### src/rtl/debam_pkg.sv
// Shared definitions for the DeBAM product accumulator: the controller state
// encoding, the term-count width helper and the parameter legality rules.
package debam_pkg;

    // ACCUM collects terms; HOLD presents a finished frame until it drains.
    typedef enum logic [0:0] {
        ACCUM = 1'b0,
        HOLD  = 1'b1
    } state_e;

    // The count must reach MAX_TERMS itself, so it needs one bit more than
    // $clog2 alone provides for exact powers of two.
    function automatic int count_w(input int max_terms);
        return $clog2(max_terms) + 1;
    endfunction

    // The accumulator must be able to hold at least one full product.
    function automatic bit acc_w_legal(input int n, input int acc_w);
        return acc_w >= 2 * n;
    endfunction

    // A frame always contains at least one term.
    function automatic bit max_terms_legal(input int max_terms);
        return max_terms >= 1;
    endfunction

endpackage

### src/rtl/debam_sat_add.sv
// Unsigned saturating adder: a carry out of the top bit clamps the result to
// all ones and raises sat for the same cycle.
module debam_sat_add #(
    parameter int W = 24
) (
    input  logic [W-1:0] a,
    input  logic [W-1:0] b,
    output logic [W-1:0] sum,
    output logic         sat
);

    logic [W:0] full;

    // One bit wider than the operands so the carry is observable.
    always_comb begin
        full = {1'b0, a} + {1'b0, b};
        sat  = full[W];
        sum  = full[W] ? {W{1'b1}} : full[W-1:0];
    end

endmodule

### src/rtl/debam_product_accumulator.sv
// Frame-based MAC accumulator placed directly after the DeBAM multiplier.
// Products arrive one per accepted beat, are summed with saturation, and the
// finished frame (sum, term count, sticky overflow) is presented on a
// one-entry registered output.
//
// Handshake: a beat is transferred on a rising edge where IN_VALID and
// IN_READY are both high; a result is transferred where OUT_VALID and
// OUT_READY are both high. Payloads are only sampled on a transfer, and a
// valid without ready changes nothing. IN_READY is combinational from the
// state and OUT_READY so a draining result can be replaced in the same cycle.
module debam_product_accumulator
    import debam_pkg::*;
#(
    parameter int N         = 8,
    parameter int ACC_W     = 24,
    parameter int MAX_TERMS = 256
) (
    input  logic                           CLK,
    input  logic                           RST,
    input  logic                           IN_VALID,
    output logic                           IN_READY,
    input  logic [2*N-1:0]                 PRODUCT,
    input  logic                           IN_LAST,
    output logic                           OUT_VALID,
    input  logic                           OUT_READY,
    output logic [ACC_W-1:0]               ACC_OUT,
    output logic [count_w(MAX_TERMS)-1:0]  TERM_COUNT,
    output logic                           OVERFLOW
);

    localparam int CW = count_w(MAX_TERMS);

    if (!acc_w_legal(N, ACC_W)) begin : g_bad_acc_w
        $error("debam_product_accumulator: ACC_W must be at least 2*N");
    end
    if (!max_terms_legal(MAX_TERMS)) begin : g_bad_max_terms
        $error("debam_product_accumulator: MAX_TERMS must be at least 1");
    end

    state_e          state;
    logic [ACC_W-1:0] acc;
    logic [CW-1:0]    count;
    logic             ovf;

    logic             accept;
    logic             frame_end;
    logic [ACC_W-1:0] product_ext;
    logic [ACC_W-1:0] sum;
    logic             sat;
    logic [CW-1:0]    next_count;

    // Ready whenever collecting, or when the held result drains this cycle.
    assign IN_READY = (state == ACCUM) || ((state == HOLD) && OUT_READY);
    assign accept   = IN_VALID && IN_READY;

    // Internal acc/count/ovf are cleared when a frame closes, so a beat taken
    // while in HOLD naturally starts the next frame from zero.
    assign product_ext = ACC_W'(PRODUCT);
    assign next_count  = count + CW'(1);
    assign frame_end   = IN_LAST || (next_count == CW'(MAX_TERMS));

    debam_sat_add #(
        .W (ACC_W)
    ) u_sat_add (
        .a   (acc),
        .b   (product_ext),
        .sum (sum),
        .sat (sat)
    );

    // Controller, running accumulator and result registers: drain first,
    // then let an accepted beat either extend the frame or close it.
    always_ff @(posedge CLK or posedge RST) begin
        if (RST) begin
            state      <= ACCUM;
            acc        <= '0;
            count      <= '0;
            ovf        <= 1'b0;
            OUT_VALID  <= 1'b0;
            ACC_OUT    <= '0;
            TERM_COUNT <= '0;
            OVERFLOW   <= 1'b0;
        end else begin
            if ((state == HOLD) && OUT_READY) begin
                OUT_VALID <= 1'b0;
                state     <= ACCUM;
            end
            if (accept) begin
                if (frame_end) begin
                    ACC_OUT    <= sum;
                    TERM_COUNT <= next_count;
                    OVERFLOW   <= ovf | sat;
                    OUT_VALID  <= 1'b1;
                    state      <= HOLD;
                    acc        <= '0;
                    count      <= '0;
                    ovf        <= 1'b0;
                end else begin
                    acc   <= sum;
                    count <= next_count;
                    ovf   <= ovf | sat;
                end
            end
        end
    end

endmodule

### config.mk
export PLATFORM = sky130hd
export DESIGN_NAME = debam_product_accumulator
export DESIGN_NICKNAME = d
export VERILOG_FILES = /design/src/rtl/debam_pkg.sv /design/src/rtl/debam_sat_add.sv /design/src/rtl/debam_product_accumulator.sv
export SDC_FILE = /design/constraint.sdc
export NUM_CORES = 1
export LEC_CHECK = 0
export ABC_AREA = 1
export CAP_MARGIN = 20
export CORE_MARGIN = 2
export CORE_UTILIZATION = 51
export DETAILED_ROUTE_END_ITERATION = 12
export PLACE_DENSITY = 0.74
export SYNTH_ARGS = -nofsm -noshare
export SYNTH_HDL_FRONTEND = slang
export SYNTH_SLANG_ARGS = --single-unit
### constraint.sdc
create_clock -name CLK -period 2.5 [get_ports CLK]
set_input_delay 0.375 -clock CLK [delete_from_list [all_inputs] [get_ports CLK]]
set_output_delay 0.375 -clock CLK [all_outputs]
set_load 0.05 [all_outputs]
==> results.json, run 1 <==
{
  "outcome": "finished clean",
  "critPathMaxStageDelay_ns": 0.40,
  "path_buf_inv": 2,
  "syn_avg_cell_area_um2": 6.56,
  "drive_gt1_frac": 0.0590,
  "cts-root-buf": "clkbuf_8",
  "place_congestion": 1.03,
  "fp.dieW_um": 98.2,
  "min_period_ns": 2.27,
  "r2r_start": "count[1]",
  "avgRoutedWirePerCell_um": 13.5,
  "peakVddDrop_v": 0.000399,
  "async_reset_ff_frac": 1.00,
  "seqCellArea_mm2": 0.00175,
  "synth_area_leader_cell": "dfrtp_1",
  "clk_latency_ns": 0.35,
  "multi_input_area_mm2": 0.00234,
  "synthTopCellsByArea": "dfrtp_1, nand2_1, nand3_1, inv_1, ha_1",
  "antenna_cells": 0,
  "tightest_slew_ns": 0.586,
  "placed_cell_area_mm2": 0.00526,
  "h-tree-depth": 3,
  "final_core_util": 0.632,
  "port_buffers": 56,
  "leakage_nw": 3.10,
  "die_y_um": 98.2,
  "synth-seq-cells": 70,
  "p_total_mw": 4.98,
  "critPathLaunch": "PRODUCT[0]",
  "dr.pass1.iters": 5,
  "hold_viol_final": 0,
  "min_path_type": "in2async",
  "synth_enable_flop_cells": 0,
  "antenna_found_initial": 0,
  "setup_viol": 0,
  "min_period_over_period": 0.909,
  "rsz0062_at_grt": "no",
  "pin_count": 57,
  "post-place-cells": 855,
  "relSlewSlack": 0.609,
  "grt_usage": 0.257,
  "nNetsFinal": 798,
  "crit_fanout": 10,
  "core-area_mm2": 0.00868,
  "start_util": 0.521,
  "syn-cell-area_mm2": 0.00452,
  "dominantRegCellSynth": "dfrtp_1",
  "cp-start-kind": "primary input",
  "syn_nets": 729,
  "cp_common_cell": "nand2_1",
  "synth_top_area_share": 0.387,
  "max_freq_mhz": 440,
  "drc": 0,
  "gr-total-overflow": 0,
  "cp.arrival_ns": 2.50,
  "dp_hpwl_um": 8550,
  "drt_iter0_markers": 231,
  "cts_tree": "built",
  "worstPathRequired_ns": 2.73,
  "clk_pin_slew_ns": 0.08,
  "netlist_instances": 689,
  "viasPerCell": 5.09,
  "area_delta_synth_final_pct": 21.4,
  "grt_pass1_wl_um": 20200,
  "final.setup.tns_ns": 0,
  "vias": 4436,
  "synth.most_common_cell": "nand2_1",
  "yosysWarningCount": 0,
  "clock_path_buffers": 2,
  "dieArea_mm2": 0.00963,
  "cts_buffers": 9,
  "drv_slew": 0,
  "grt_pass1_vias": 4267,
  "stdcell_area_mm2": 0.00549,
  "cpMaxStageDelayCell": "clkdlybuf4s50_1",
  "cp-end-kind": "register",
  "routed_wl_um": 11800,
  "maxCapViolCount": 0,
  "hold_buffers": 0,
  "grt_max_degree": 71,
  "powerDensity_mw_per_mm2": 908,
  "skew_ns": 0.0178,
  "path_class": "in2reg",
  "crit_chain": "clkdlybuf4s50_1, ha_1, fa_1, nand3_1, nand3_1, nand2_1, nand2_1, nand2_1, nand2_1, nand2_1, buf_4, nand3_1, nand3_1, nand2_1",
  "final_cells": 871,
  "ys_types": 27,
  "synth_common_cells": "nand2_1, inv_1, nand3_1, dfrtp_1, nor2_1",
  "fillerInstances": 800,
  "cts.sinks": 70,
  "rows": 34,
  "path_delay_family": "simple AND/OR/NAND/NOR gates",
  "seq_area_frac_synth": 0.387,
  "ant_nets": 0
}
==> path summary, 6_finish.rpt <==
check / endpoint / slack (ns) / cells after the start
setup / recovery: ACC_OUT[11] / 0.23 / 14
hold / removal: ACC_OUT[19] / 0.41 / 3
setup reg to reg: acc[6] / 0.23 / 11
hold reg to reg: ACC_OUT[4] / 0.47 / 2
max in group asynchronous: ACC_OUT[7] / 1.76 / 3
min in group CLK: ACC_OUT[4] / 0.47 / 2
==> routing by layer <==
metal  global-route usage  vias to the layer above  wire length, um
met2                0.419                      121             5290
met1                0.366                     2027             5610
met3               0.0387                       20              621
met4               0.0601                        0              240
met5                    0                        -                0
li1                     -                     2268                -
==> power by group <==
group          internal [mW]  switching, mW  total (mW)
Clock                  0.592          0.456        1.05
Combinational          0.803           1.56        2.37
Sequential              1.38          0.190        1.57
==> worst register-to-register path: stages, from the launching register on <==
cell     delay, ns
dfrtp_1       0.46
ha_1          0.23
nand2_1       0.09
inv_1         0.15
nand3_1       0.09
nand2_1       0.06
nand2_1       0.10
nand4_2       0.18
nand3_1       0.16
inv_2         0.48
nand2_1       0.12
nand2_1       0.09
==> registers in the layout, indices dropped and copies added (netlist names) <==
| signal | cells |
|---|---|
| ACC_OUT | 24 |
| acc | 24 |
| TERM_COUNT | 9 |
| count | 9 |
| OUT_VALID | 1 |
| OVERFLOW | 1 |
| ovf | 1 |
| state | 1 |
==> final cells by class <==
class / instances / share of cell area
Sequential cell: 70 / 0.319
Timing Repair Buffer: 74 / 0.129
Clock buffer: 11 / 0.0258
Inverter: 89 / 0.0609
Multi-Input combinational cell: 514 / 0.426
Clock inverter: 5 / 0.0148
Tap cell: 108 / 0.0246
==> layout by cell type, fill, tap and decap left out <==
cell type,count
buf_4,18
nor3_1,1
nand2_8,1
nor2_2,2
buf_12,1
dfrtp_1,70
clkbuf_8,10
nand2_2,1
or2_2,2
inv_2,2
o21ai_0,5
nand4_1,10
fa_1,1
inv_1,87
nand2_4,1
bufinv_16,2
clkbuf_1,1
xnor2_1,1
a21oi_2,1
and2_1,2
a21oi_1,10
o21ai_1,2
ha_1,18
clkinv_2,1
nand3_1,74
xor2_1,3
nand4_2,1
nand3b_1,5
nor2_1,36
clkdlybuf4s50_1,55
inv_6,1
clkinvlp_4,1
nand2_1,337
==> stage by stage <==
stage	worst slack, ns	hold WS, ns
after CTS	0.223	0.440
after global placement	-0.0640	0.455
after floorplan	0.321	0.453
final	0.227	0.410
after global routing	0.000473	0.464
after detailed placement	-0.112	0.458
==> repair_timing <==
item | 4_1_cts | 5_1_grt
setup buffers | 0 | 0
setup endpoints to repair | 0 | 2
resized for setup | 0 | 1
==> cells by family (layout without fill, tap and decap cells) <==
| logic type | count (synthesis) | count (layout) | synth area share |
|---|---|---|---|
| buffers and inverters | 105 | 179 | 0.0974 |
| AOI/OAI and AO/OA | 18 | 18 | 0.0208 |
| and+or+nand+nor | 473 | 473 | 0.432 |
| xor gates and xnor gates | 4 | 4 | 0.00775 |
| adders and majority gates | 19 | 19 | 0.0542 |
| DFF | 70 | 70 | 0.387 |
Power figures use the tool's default switching activity.
==> run 2, diff against run 1 <==
--- a/config.mk
+++ b/config.mk
@@ -11,6 +11,7 @@
 export CORE_UTILIZATION = 51
 export DETAILED_ROUTE_END_ITERATION = 12
 export PLACE_DENSITY = 0.74
+export SLEW_MARGIN = 20
 export SYNTH_ARGS = -nofsm -noshare
 export SYNTH_HDL_FRONTEND = slang
 export SYNTH_SLANG_ARGS = --single-unit
==> results of run 2 <==
Same layout as run 1: the final DEF is identical, and so are final timing and power.
==> run 3, diff against run 2 <==
--- a/config.mk
+++ b/config.mk
@@ -8,9 +8,8 @@
 export ABC_AREA = 1
 export CAP_MARGIN = 20
 export CORE_MARGIN = 2
-export CORE_UTILIZATION = 51
+export CORE_UTILIZATION = 30
 export DETAILED_ROUTE_END_ITERATION = 12
-export PLACE_DENSITY = 0.74
 export SLEW_MARGIN = 20
 export SYNTH_ARGS = -nofsm -noshare
 export SYNTH_HDL_FRONTEND = slang
==> run 3 against run 2 <==
Against the previous run: final cell count is 10% higher; wire length is 7.5% higher; design area increased by 4.3%; register-to-register slack gained 0.04 ns; flip-flop and latch count unchanged.
==> results.json, run 3 (same netlist as run 1, synthesis figures left out) <==
{
  "outcome": "finished clean",
  "dp_slack_ns": -0.109,
  "start_util": 0.309,
  "post_cts_buffers": 0,
  "tightest_slew_ns": 0.531,
  "dp_hpwl_um": 9380,
  "layout_common_cells": "nand2_1, inv_1, nand3_1, dfrtp_1, clkdlybuf4s50_1",
  "maxCapViolCount": 0,
  "nNetsFinal": 812,
  "crit_fanout": 15,
  "max_freq_mhz": 442,
  "ant_nets": 0,
  "peakVddDrop_v": 0.000403,
  "antenna_cells": 0,
  "multi_input_area_mm2": 0.00233,
  "fp.dieW_um": 127,
  "h-tree-depth": 3,
  "area_delta_synth_final_pct": 26.5,
  "min_period_ns": 2.26,
  "port_buffers": 56,
  "cp.arrival_ns": 2.49,
  "pin_count": 57,
  "fillerInstances": 1524,
  "grt_usage": 0.162,
  "largestRegisters": "ACC_OUT x24, acc x24",
  "routed_wl_um": 12600,
  "cp-end-kind": "register",
  "clock_path_buffers": 2,
  "clk_latency_ns": 0.33,
  "place_congestion": 0.911,
  "cts_buffers": 9,
  "post-place-cells": 945,
  "cp-start-kind": "primary input",
  "powerDensity_mw_per_mm2": 910,
  "min_period_over_period": 0.905,
  "grt_pass1_wl_um": 20900,
  "worst_slack_ns": 0.238,
  "grt_max_degree": 71,
  "hold_viol_final": 0,
  "skew_ns": 0.00554,
  "gr-total-overflow": 0,
  "core-area_mm2": 0.0146,
  "die_y_um": 127,
  "cts.sinks": 70,
  "antenna_found_initial": 0,
  "vias": 4414,
  "cts_tree": "built",
  "relSlewSlack": 0.645,
  "cts-root-buf": "clkbuf_16",
  "leakage_nw": 3.19,
  "grt_pass1_vias": 4159,
  "viasPerCell": 4.59,
  "final_cells": 961,
  "setup_viol": 0,
  "rows": 44,
  "drt_iter0_markers": 288,
  "drc": 0,
  "clk_pin_slew_ns": 0.06,
  "rsz0062_at_grt": "no",
  "drv_slew": 0,
  "min_path_type": "in2async",
  "layout_commonest_cell": "nand2_1",
  "drive_gt1_frac": 0.0708,
  "dieArea_mm2": 0.0161,
  "avgRoutedWirePerCell_um": 13.2,
  "dr.pass1.iters": 5,
  "worstPathRequired_ns": 2.72,
  "path_class": "in2reg",
  "seqCellArea_mm2": 0.00175,
  "hold_buffers": 0
}
## run 3: changes by cell type in the layout (fill, tap and decap cells not counted)
cell and delta:
buf_4 +14, bufinv_16 -2, clkbuf_1 +4, clkbuf_16 +9, clkbuf_8 -9, clkinvlp_4 -1
inv_2 -1, inv_4 +1, inv_6 -1, nand2_4 +1, nand2_8 -1
## run 3: where the power goes
part	total, mW	switching [mW]	leakage [nW]	internal (mW)
Sequential	1.56	0.183	0.926	1.38
Combinational	2.47	1.59	2.13	0.882
Clock	1.18	0.476	0.128	0.700
## run 3: final timing paths
check / startpoint / slack [ns] / depth (start not counted) / endpoint
setup reg to reg: count[1] / 0.27 / 11 / ACC_OUT[6]
max in group asynchronous: RST / 1.76 / 3 / ACC_OUT[11]
hold reg to reg: ACC_OUT[11] / 0.47 / 2 / ACC_OUT[11]
setup / recovery: PRODUCT[0] / 0.24 / 14 / ACC_OUT[22]
hold / removal: RST / 0.44 / 3 / TERM_COUNT[6]
min in group CLK: ACC_OUT[11] / 0.47 / 2 / ACC_OUT[11]
## run 3: worst max-delay path, cell delays in order
cell and delay, ns:
clkdlybuf4s50_1 0.41, ha_1 0.23, fa_1 0.39, nand3_1 0.09
nand3_1 0.09, nand2_1 0.07, nand2_1 0.06, nand2_1 0.09
nand2_1 0.07, nand2_1 0.09, buf_4 0.23, nand3_1 0.15
nand2_1 0.10, nand2_1 0.05
## run 3: area by class of cell
cell class	instances	share of cell area
Clock inverter	1	0.000875
Clock buffer	15	0.0451
Timing Repair Buffer	88	0.142
Inverter	89	0.0588
Sequential cell	70	0.306
Tap cell	184	0.0402
Multi-Input combinational cell	514	0.407
## run 3: per-stage QoR
stage | util | hold WS (ns) | setup TNS, ns | power, mW | cell area, um^2
6_report | 0.391 | 0.443 | 0 | 5.21 | 5720
5_1_grt | 0.391 | 0.480 | 0 | 5.57 | 5720
4_1_cts | 0.390 | 0.460 | 0 | 5.25 | 5720
3_5_place_dp | 0.373 | 0.458 | -2.60 | 4.05 | 5460
3_3_place_gp | 0.373 | 0.453 | -2.07 | 4.03 | 5460
2_1_floorplan | - | 0.453 | 0 | 3.17 | 4520
## run 3: timing repair
action / in CTS / in global routing
hold endpoints to repair: 0 / 0
setup endpoints to repair: 0 / 20
gates resized for setup: 0 / 2
## run 3: layer usage
metal,wire length (um),global-route usage,share of wire,up-vias
li1,-,-,-,2293
met3,521,0.0346,0.041,20
met4,264,0.0524,0.021,0
met1,6270,0.219,0.50,2005
met2,5590,0.259,0.44,96
met5,0,0,0,-
